==> src/rtl/pc_unit_pkg.sv <==
// Shared definitions for the program-counter stage.
// Holds the pcSrc encoding produced by unit_control and consumed by pc_unit.
package pc_unit_pkg;

  typedef enum logic [2:0] {
    PC_SRC_RET  = 3'b000,
    PC_SRC_BR   = 3'b001,
    PC_SRC_SEQ  = 3'b010,
    PC_SRC_JMP  = 3'b011,
    PC_SRC_HALT = 3'b101
  } pc_src_e;

endpackage

==> src/rtl/pc_unit_return_stack.sv <==
// return_stack: LIFO of return addresses for CALL/RET.
// Ports:
//   clk, reset      rising-edge clock, synchronous active-high reset
//   en              qualifies push/pop (one action per instruction)
//   push, pop       stack operation; both set overwrites the top entry
//   din             value pushed / written over the top
//   top             entry at sp-1 (don't-care when empty)
//   empty, full     combinational from sp
//   ovf, unf        sticky: push while full / pop while empty
module return_stack #(
  parameter int unsigned W     = 32,
  parameter int unsigned DEPTH = 8
) (
  input  logic         clk,
  input  logic         reset,
  input  logic         en,
  input  logic         push,
  input  logic         pop,
  input  logic [W-1:0] din,
  output logic [W-1:0] top,
  output logic         empty,
  output logic         full,
  output logic         ovf,
  output logic         unf
);

  localparam int unsigned AW   = $clog2(DEPTH);
  localparam int unsigned SP_W = AW + 1;

  logic [W-1:0]    mem [DEPTH];
  logic [SP_W-1:0] sp;
  logic [SP_W-1:0] sp_m1;

  assign sp_m1 = sp - SP_W'(1);
  assign empty = (sp == '0);
  assign full  = (sp == SP_W'(DEPTH));
  assign top   = mem[sp_m1[AW-1:0]];

  // Push with pop on an empty stack degenerates to a plain push.
  logic do_push, do_over;
  assign do_push = push && (!pop || empty);
  assign do_over = push && pop && !empty;

  // NOTE: storage has no reset; contents are don't-care until pushed and
  // leaving it out lets the array map onto plain RAM/regfile cells.
  always_ff @(posedge clk) begin
    if (en) begin
      if (do_push && !full) mem[sp[AW-1:0]] <= din;
      else if (do_over)     mem[sp_m1[AW-1:0]] <= din;
    end
  end

  // NOTE: sequential state uses non-blocking assignments so every register
  // samples the pre-edge values regardless of statement order.
  always_ff @(posedge clk) begin
    if (reset) begin
      sp  <= '0;
      ovf <= 1'b0;
      unf <= 1'b0;
    end else if (en) begin
      if (do_push) begin
        if (!full) sp <= sp + SP_W'(1);
        else       ovf <= 1'b1;
      end else if (pop && !push) begin
        if (!empty) sp <= sp_m1;
        else        unf <= 1'b1;
      end
    end
  end

endmodule

==> src/rtl/pc_unit.sv <==
// pc_unit: program counter, halt latch and next-PC mux of the MUSA core.
// Ports:
//   clk, reset        rising-edge clock, synchronous active-high reset
//   pc_write          one-cycle pulse per instruction; qualifies all updates
//   pc_src            next-PC source select (see pc_unit_pkg)
//   push, pop         CALL / RET stack controls (levels)
//   branch_taken      selects branch_addr for pc_src=BR
//   branch_addr       branch / call target
//   jump_addr         absolute jump target
//   pc                registered current instruction address
//   halted            sticky HALT flag
//   stack_empty/full  return stack occupancy
//   stack_ovf/unf     sticky stack error flags
module pc_unit #(
  parameter int unsigned         PC_W        = 32,
  parameter int unsigned         STACK_DEPTH = 8,
  parameter logic [PC_W-1:0]     RESET_PC    = '0,
  parameter int unsigned         PC_STEP     = 1
) (
  input  logic            clk,
  input  logic            reset,
  input  logic            pc_write,
  input  logic [2:0]      pc_src,
  input  logic            push,
  input  logic            pop,
  input  logic            branch_taken,
  input  logic [PC_W-1:0] branch_addr,
  input  logic [PC_W-1:0] jump_addr,
  output logic [PC_W-1:0] pc,
  output logic            halted,
  output logic            stack_empty,
  output logic            stack_full,
  output logic            stack_ovf,
  output logic            stack_unf
);
  import pc_unit_pkg::*;

  logic            en;
  logic [PC_W-1:0] pc_inc;
  logic [PC_W-1:0] pc_next;
  logic [PC_W-1:0] stk_top;
  logic            stk_unf;
  logic            halt_now;
  logic            ret_unf_set;
  logic            ret_unf;

  assign en     = pc_write && !halted;
  assign pc_inc = pc + PC_W'(PC_STEP);

  return_stack #(
    .W     (PC_W),
    .DEPTH (STACK_DEPTH)
  ) u_stack (
    .clk   (clk),
    .reset (reset),
    .en    (en),
    .push  (push),
    .pop   (pop),
    .din   (pc_inc),
    .top   (stk_top),
    .empty (stack_empty),
    .full  (stack_full),
    .ovf   (stack_ovf),
    .unf   (stk_unf)
  );

  // NOTE: every output of this block gets a default first, so no path can
  // leave a value unassigned and infer a latch.
  always_comb begin
    pc_next     = pc_inc;
    halt_now    = 1'b0;
    ret_unf_set = 1'b0;
    case (pc_src)
      PC_SRC_RET:  if (!stack_empty) pc_next = stk_top;
                   else              ret_unf_set = 1'b1;
      PC_SRC_BR:   if (branch_taken) pc_next = branch_addr;
      PC_SRC_JMP:  pc_next = jump_addr;
      PC_SRC_HALT: begin
        pc_next  = pc;
        halt_now = 1'b1;
      end
      default:     pc_next = pc_inc;  // SEQ and unused codes
    endcase
  end

  // A RET on an empty stack flags underflow even if control did not raise pop.
  assign stack_unf = stk_unf || ret_unf;

  always_ff @(posedge clk) begin
    if (reset) begin
      pc      <= RESET_PC;
      halted  <= 1'b0;
      ret_unf <= 1'b0;
    end else if (en) begin
      pc <= pc_next;
      if (halt_now)    halted  <= 1'b1;
      if (ret_unf_set) ret_unf <= 1'b1;
    end
  end

endmodule

==> config.mk <==
export PLATFORM = sky130hd
export DESIGN_NAME = pc_unit
export DESIGN_NICKNAME = d
export VERILOG_FILES = /design/src/rtl/pc_unit_pkg.sv /design/src/rtl/pc_unit_return_stack.sv /design/src/rtl/pc_unit.sv
export SDC_FILE = /design/constraint.sdc
export NUM_CORES = 1
export LEC_CHECK = 0
export ABC_AREA = 0
export BUFFER_PORTS_ARGS = -buffer_cell sky130_fd_sc_hd__clkbuf_2
export CAP_MARGIN = 20
export CELL_PAD_IN_SITES_DETAIL_PLACEMENT = 0
export CELL_PAD_IN_SITES_GLOBAL_PLACEMENT = 2
export CORE_MARGIN = 3
export CORE_UTILIZATION = 40
export DETAILED_ROUTE_END_ITERATION = 16
export PLACE_DENSITY = 0.75
export SETUP_SLACK_MARGIN = 0.5
export SLEW_MARGIN = 20
export SYNTH_ARGS = -nofsm -noshare
export SYNTH_HDL_FRONTEND = slang
export SYNTH_HIERARCHICAL = 1
export SYNTH_SLANG_ARGS = --single-unit
==> constraint.sdc <==
create_clock -name clk -period 3.77 [get_ports clk]
set_input_delay 0.1885 -clock clk [delete_from_list [all_inputs] [get_ports clk]]
set_output_delay 0.1885 -clock clk [all_outputs]
set_load 0.01 [all_outputs]
; ---- Word-level counts from Yosys, hierarchy flattened
; Memories as Yosys holds them, arrays and structs flattened.
; Cells that the tools add are included.
[word_totals]
regBits = 40
mem_bits_rw = 256
word_cells = 61
n_memories = 1
[mem_list]
columns = memory, depth, word_bits, rd, rd_ports_with_merged_regs, wr, line_no
row1 = u_stack.mem, 8, 32, 1, 0, 1, pc_unit_return_stack.sv:30  ; logic [W-1:0] mem [DEPTH];
[classes]
addsub = 3
n_eq_ne = 6
n_mux = 20
bitwise_logic = 2
n_reduce_logical = 23
[op_table]
columns = cell, count
row1 = $pmux 32 s4, 1
row2 = $mux 32, 3
row3 = $add 32x1->32 const B, 1
row4 = $reduce_or 32->1, 1
row5 = $mux 4, 4
row6 = $mux 1, 11
row7 = $reduce_and 4->1, 2
row8 = $logic_and 1x1->1, 6
row9 = $reduce_and 2->1, 3
row10 = $logic_not 1->1, 5
row11 = $add 4x1->4 const B, 1
row12 = $eq 4x4->1 const B, 1
row13 = $logic_not 4->1, 1
row14 = $sub 4x1->4 const B, 1
row15 = $eq 3x1->1 const B, 1
row16 = $eq 3x2->1 const B, 1
row17 = $eq 3x3->1 const B, 1
row18 = $logic_not 3->1, 1
row19 = $mux 3, 1
row20 = $reduce_and 3->1, 1
row21 = $logic_or 1x1->1, 2
row22 = $ne 2x1->1 const B, 1
row23 = $ne 2x2->1 const B, 1
row24 = $not 1->1, 2
row25 = $reduce_bool 2->1, 1

; ---- Longest topological paths before layout
[logic_depth]
ltp_word = 9
mapped_depth = 13
mapped_depth_nobuf = 9

; ---- By module
; Netlist, hierarchy kept.
[by_module_without_submodules]
columns = mod, n_inst, cells_per_inst, area_each_um2
row1 = return_stack, 1, 456, 10183.5
row2 = pc_unit, 1, 402, 3098.0

; ---- Worst setup path after synthesis
; Ideal clock, no wire load.
[synth_timing]
kind = register to register
start = reg u_stack.sp[0]
end = mem u_stack.mem[7][0], enable pin
t_arrival_ns = 3.591
setup_slack_ns = -0.243
path_stages_with_launch = 11
path_buffers = 3
path_cell_list = dfxtp_1 clkbuf_1 buf_2 inv_1 ha_1 or3b_4 inv_2 or3_1 buf_2 mux2_4 nor2_1
[synth_via]
elab_chain_len = 9
word_cells_on_any_way = 19
[synth_lines]
columns = item, line_no
row1 = start: declaration, pc_unit_return_stack.sv:31  ; logic [SP_W-1:0] sp;
row2 = start signal: assignment, pc_unit_return_stack.sv:62  ; if (!full) sp <= sp + SP_W'(1);
row3 = start signal: assignment, pc_unit_return_stack.sv:65  ; if (!empty) sp <= sp_m1;
row4 = $logic_not 4->1 *, pc_unit_return_stack.sv:35  ; assign empty = (sp == '0);
row5 = named net stack_empty, pc_unit.sv:31  ; output logic stack_empty,
row6 = $logic_not 1->1 or $logic_or 1x1->1 (tied branches), "pc_unit_return_stack.sv:42, pc_unit_return_stack.sv:41"
row7 = "$logic_and 1x1->1, on equally long branches", "pc_unit_return_stack.sv:42, pc_unit_return_stack.sv:41"
row8 = $mux 1 or $logic_and 1x1->1 (tied branches), "pc_unit_return_stack.sv:49, pc_unit_return_stack.sv:48"
row9 = $mux 1, pc_unit_return_stack.sv:48  ; if (do_push && !full) mem[sp[AW-1:0]] <= din;
row10 = $mux 1, pc_unit_return_stack.sv:47  ; if (en) begin
row11 = $mux 1 (implied by the code), pc_unit_return_stack.sv:49  ; else if (do_over) mem[sp_m1[AW-1:0]] <= din;
row12 = $reduce_or 32->1 (no source line), --
row13 = $mux 3 (no source line) or $mux 1 (tied branches), --
row14 = end: declaration, pc_unit_return_stack.sv:30
; The timed path passes the listed nets; every way through them passes the cells marked *.

; ---- Worst setup path after layout
[layout_timing]
start = reg u_stack.sp[1]
end = mem u_stack.mem[1][8], enable pin
[layout_via]
elab_chain_len = 9
word_cells_on_any_way = 19
[layout_lines]
columns = item, line_no
row1 = $logic_not 4->1, pc_unit_return_stack.sv:35
row2 = $logic_not 1->1 or $logic_or 1x1->1 (tied branches), "pc_unit_return_stack.sv:42, pc_unit_return_stack.sv:41"
row3 = "$logic_and 1x1->1, on equally long branches", "pc_unit_return_stack.sv:42, pc_unit_return_stack.sv:41"
row4 = $mux 1 or $logic_and 1x1->1 (tied branches), "pc_unit_return_stack.sv:49, pc_unit_return_stack.sv:48"
row5 = $mux 1, pc_unit_return_stack.sv:48
row6 = $mux 1, pc_unit_return_stack.sv:47
row7 = $mux 1 (implied by the code), pc_unit_return_stack.sv:49
row8 = $reduce_or 32->1 (no source line), --
row9 = $mux 3 (no source line) or $mux 1 (tied branches), --
; Several ways; a longest one is shown, not always the timed one.

==> flow_metrics.env <==
export IMPL_status="finished clean"
export IMPL_synth_seq_cells=296
export IMPL_cts_setup_buffers=0
export IMPL_syn2layout_area_growth_pct=17.51
export IMPL_dieArea_um2=35430
export IMPL_cp_arrival_ns=3.51
export IMPL_tritoncts="done"
export IMPL_stdcell_count=1459
export IMPL_finalHoldViolations=0
export IMPL_cts_buffer_depth=3
export IMPL_path_cells="inv_1 -> ha_2 -> or3b_4 -> inv_2 -> or3_1 -> mux2i_1 -> nor2_4 -> buf_4"
export IMPL_layout_drive_gt1_share=0.3265
export IMPL_synth_async_reset_ratio=0
export IMPL_path_class="flip-flop to flip-flop"
export IMPL_critPathLaunchType="flip-flop"
export IMPL_pwr_share_clk=0.325
export IMPL_total_leakage_power_nw=5.282
export IMPL_gp_congestion=0.7647
export IMPL_path_clk_slew_ns=0.06
export IMPL_synth_top_cell_area_share=0.5788
export IMPL_core_um2=32620
export IMPL_numCtsBuffers=31
export IMPL_synthDistinctLibCells=79
export IMPL_maxCapViolCount=0
export IMPL_die_h_um=188.2
export IMPL_dr_pass1_iters=5
export IMPL_dp_hpwl_um=23520
export IMPL_setup_tns_ns=0
export IMPL_htree_levels=1
export IMPL_seq_power_share=0.433
export IMPL_synth_area_leaders="edfxtp_1 (58%), mux4_2 (11%), dfxtp_1 (6.0%)"
export IMPL_grt_pass1_wl_um=54700
export IMPL_synthMuxAreaShare=0.1418
export IMPL_post_route_min_period_ns=3.214
export IMPL_setup_viol=0
export IMPL_hold_ws_ns=0.01135
export IMPL_slew_headroom=0.4214
export IMPL_track_usage=0.2061
export IMPL_netlist_area_um2=13280
export IMPL_synth_xor_area_share=0.02044
export IMPL_insertion_delay_ns=0.56
export IMPL_synthSimpleGateAreaFrac=0.09421
export IMPL_dp_cells=1394
export IMPL_ys_flop_type="edfxtp_1"
export IMPL_power_density_nw_per_um2=585.3
export IMPL_endpoint_kind="flip-flop"
export IMPL_fmax_mhz=311.1
export IMPL_wire_per_inst_um=25.24
export IMPL_hp_class="input pin to flip-flop"
export IMPL_combinationalPowerShare=0.242
export IMPL_worst_pin_slew_ns=0.8438
export IMPL_via_per_inst=5.739
export IMPL_syn_nets=934
export IMPL_rsz0062_at_grt="true"
export IMPL_drtAntennaViolNets=0
export IMPL_cts_root_buf="clkbuf_16"
export IMPL_cts_repair_resized=0
export IMPL_synth_top_family_by_area="multiplexers"
export IMPL_start_util=0.4072
export IMPL_cp_max_fo=13
export IMPL_yosysWarningCount=6
export IMPL_synth_avg_cell_area_um2=15.48
export IMPL_clock_sinks=296
export IMPL_synthAdderAreaFrac=0.002826
export IMPL_antenna_found_initial=0
export IMPL_seq_area_frac_synth=0.6391
export IMPL_dr_total_vias=8373
export IMPL_required_ns=4.06
export IMPL_power_internal_mw=6.574
export IMPL_io_pins=110
export IMPL_fin_nets=1068
export IMPL_wl_um=36820
export IMPL_period_share=0.8526
export IMPL_die_w_um=188.2
export IMPL_diodes=0
export IMPL_max_stage_delay_ns=0.75
export IMPL_rows=66
export IMPL_syn_inst=858
export IMPL_drc_errors=0
export IMPL_grt_max_degree=70
export IMPL_p_sw_frac=0.2804
export IMPL_switching_power_mw=2.562
export IMPL_drtIter0Drc=719
export IMPL_peakVddDrop_mv=0.3387
export IMPL_wl_met1_um=16180
export IMPL_routed_top_layer="met4"
export IMPL_crit_slowest_cell="mux2i_1"
export IMPL_gr_total_overflow=0
export IMPL_port_buffers=109
export IMPL_met3_length_um=2280
export IMPL_finalPower_mw=9.135
export IMPL_yosys_area_top_type="edfxtp_1"
export IMPL_first_global_vias=8450
export IMPL_synth_compound_gate_area_share=0.07367
export IMPL_slew_violations=0
export IMPL_finalClockSkew_ns=0.01243
export IMPL_wl_met2_um=17780
export IMPL_synth_edf_count=256
[area by class of cell]
class | instances | area [µm²]
fillers | 2835 | 17010
multi-input cells | 491 | 4547
clock inverters | 16 | 150.1
repair buffers | 152 | 943.4
flip-flops and latches | 296 | 8492
well taps | 442 | 553.0
clock buffers | 42 | 847.1
inverters | 20 | 75.07
[synthesized netlist by cell type (8+ instances only)]
library cell	number
a21oi_1	32
a22oi_1	20
a31oi_1	11
buf_2	27
clkbuf_1	15
dfxtp_1	40
edfxtp_1	256
inv_1	18
mux2_2	33
mux4_2	64
nand2_1	37
nand3_1	39
nand4_1	8
nor2_1	42
nor3_1	15
nor4_1	10
o21ai_0	16
xnor2_1	22
xor2_1	9
[sequential cells by signal (all words and copies together) (netlist names)]
name,flops
u_stack/sp,4
u_stack/ovf,1
u_stack/unf,1
u_stack/mem,256
ret_unf,1
halted,1
pc,32
[power groups by stage]
stage | Sequential [mW] | Clock [mW] | Combinational (mW)
floorplan | 3.99 | 0 | 1.53
global placement | 4.01 | 0 | 2.20
detailed placement | 4.02 | 0 | 2.21
CTS | 3.95 | 3.03 | 2.24
global route | 3.97 | 3.18 | 2.38
finish | 3.95 | 2.97 | 2.21
[layout by cell type (no fill, tap or decap), types with 5 or more instances in the layout]
master,n
a221oi_1,7
a211oi_1,5
edfxtp_1,256
dfxtp_1,39
o21ai_0,16
nor2b_1,6
buf_12,5
a22o_1,6
xnor2_1,22
nand4_1,8
clkbuf_1,8
nor3_1,15
nor2_4,8
clkbuf_16,31
clkinv_1,9
nor4_1,10
mux4_2,64
nand3_1,39
o21ai_1,5
mux2_2,33
a22oi_1,20
dlygate4sd3_1,5
clkbuf_2,109
inv_1,18
a31oi_1,11
and3_1,7
nand2_1,37
a21oi_1,32
nor2_1,34
buf_4,33
and4_1,6
xor2_1,8
[per-layer routing]
layer	vias up	track usage
li1	3736	-
met1	4325	0.3005
met2	276	0.3357
met3	36	0.02902
met4	0	0.03896
met5	-	0
[logic make-up after synthesis]
kind of cell	Yosys count
multiplexers	103
buffers and inverters	73
AO/OA/AOI/OAI	140
adder cells (fa/ha/maj)	3
flip-flops	296
XOR/XNOR	31
AND/OR/NAND/NOR	212
[worst paths after layout]
kind / from / to / slack, ns / depth (start not counted)
worst min-delay path: jump_addr[10] / pc[10]$_SDFFE_PP0P_ / 0.01 / 3
worst max-delay path: u_stack/sp[1]$_SDFFE_PP0P_ / u_stack/mem[1][8]$_DFFE_PP_ / 0.56 / 8
worst min register to register: u_stack/ovf$_SDFFE_PP0P_ / u_stack/ovf$_SDFFE_PP0P_ / 0.48 / 1
worst max register to register: u_stack/sp[1]$_SDFFE_PP0P_ / u_stack/mem[1][8]$_DFFE_PP_ / 0.56 / 8
[worst max-delay path, delay by kind of cell, from the launching register on]
family	cells	cell delay, ns
and+or+nand+nor	3	0.96
adders and majority gates	1	0.27
muxes	1	0.75
buffers and inverters	3	0.61
DFF	1	0.37
[metrics by stage]
step | instance area (µm²) | setup WS, ns | utilization
after CTS | 15610 | 0.5345 | 0.4785
after global routing | 15610 | 0.4319 | 0.4785
after floorplan | 13330 | 0.2774 | -
after global placement | 14550 | 0.5847 | 0.4460
final | 15610 | 0.5558 | 0.4785
after detailed placement | 14550 | 0.4755 | 0.4460
[what timing repair did]
action	in CTS	in global routing
pin swaps	2	0
hold buffers	5	0
cloned	2	0
endpoints found under the hold margin	4	0
endpoints found under the setup margin	26	53
No activity file was read; power rests on OpenSTA's default activity.
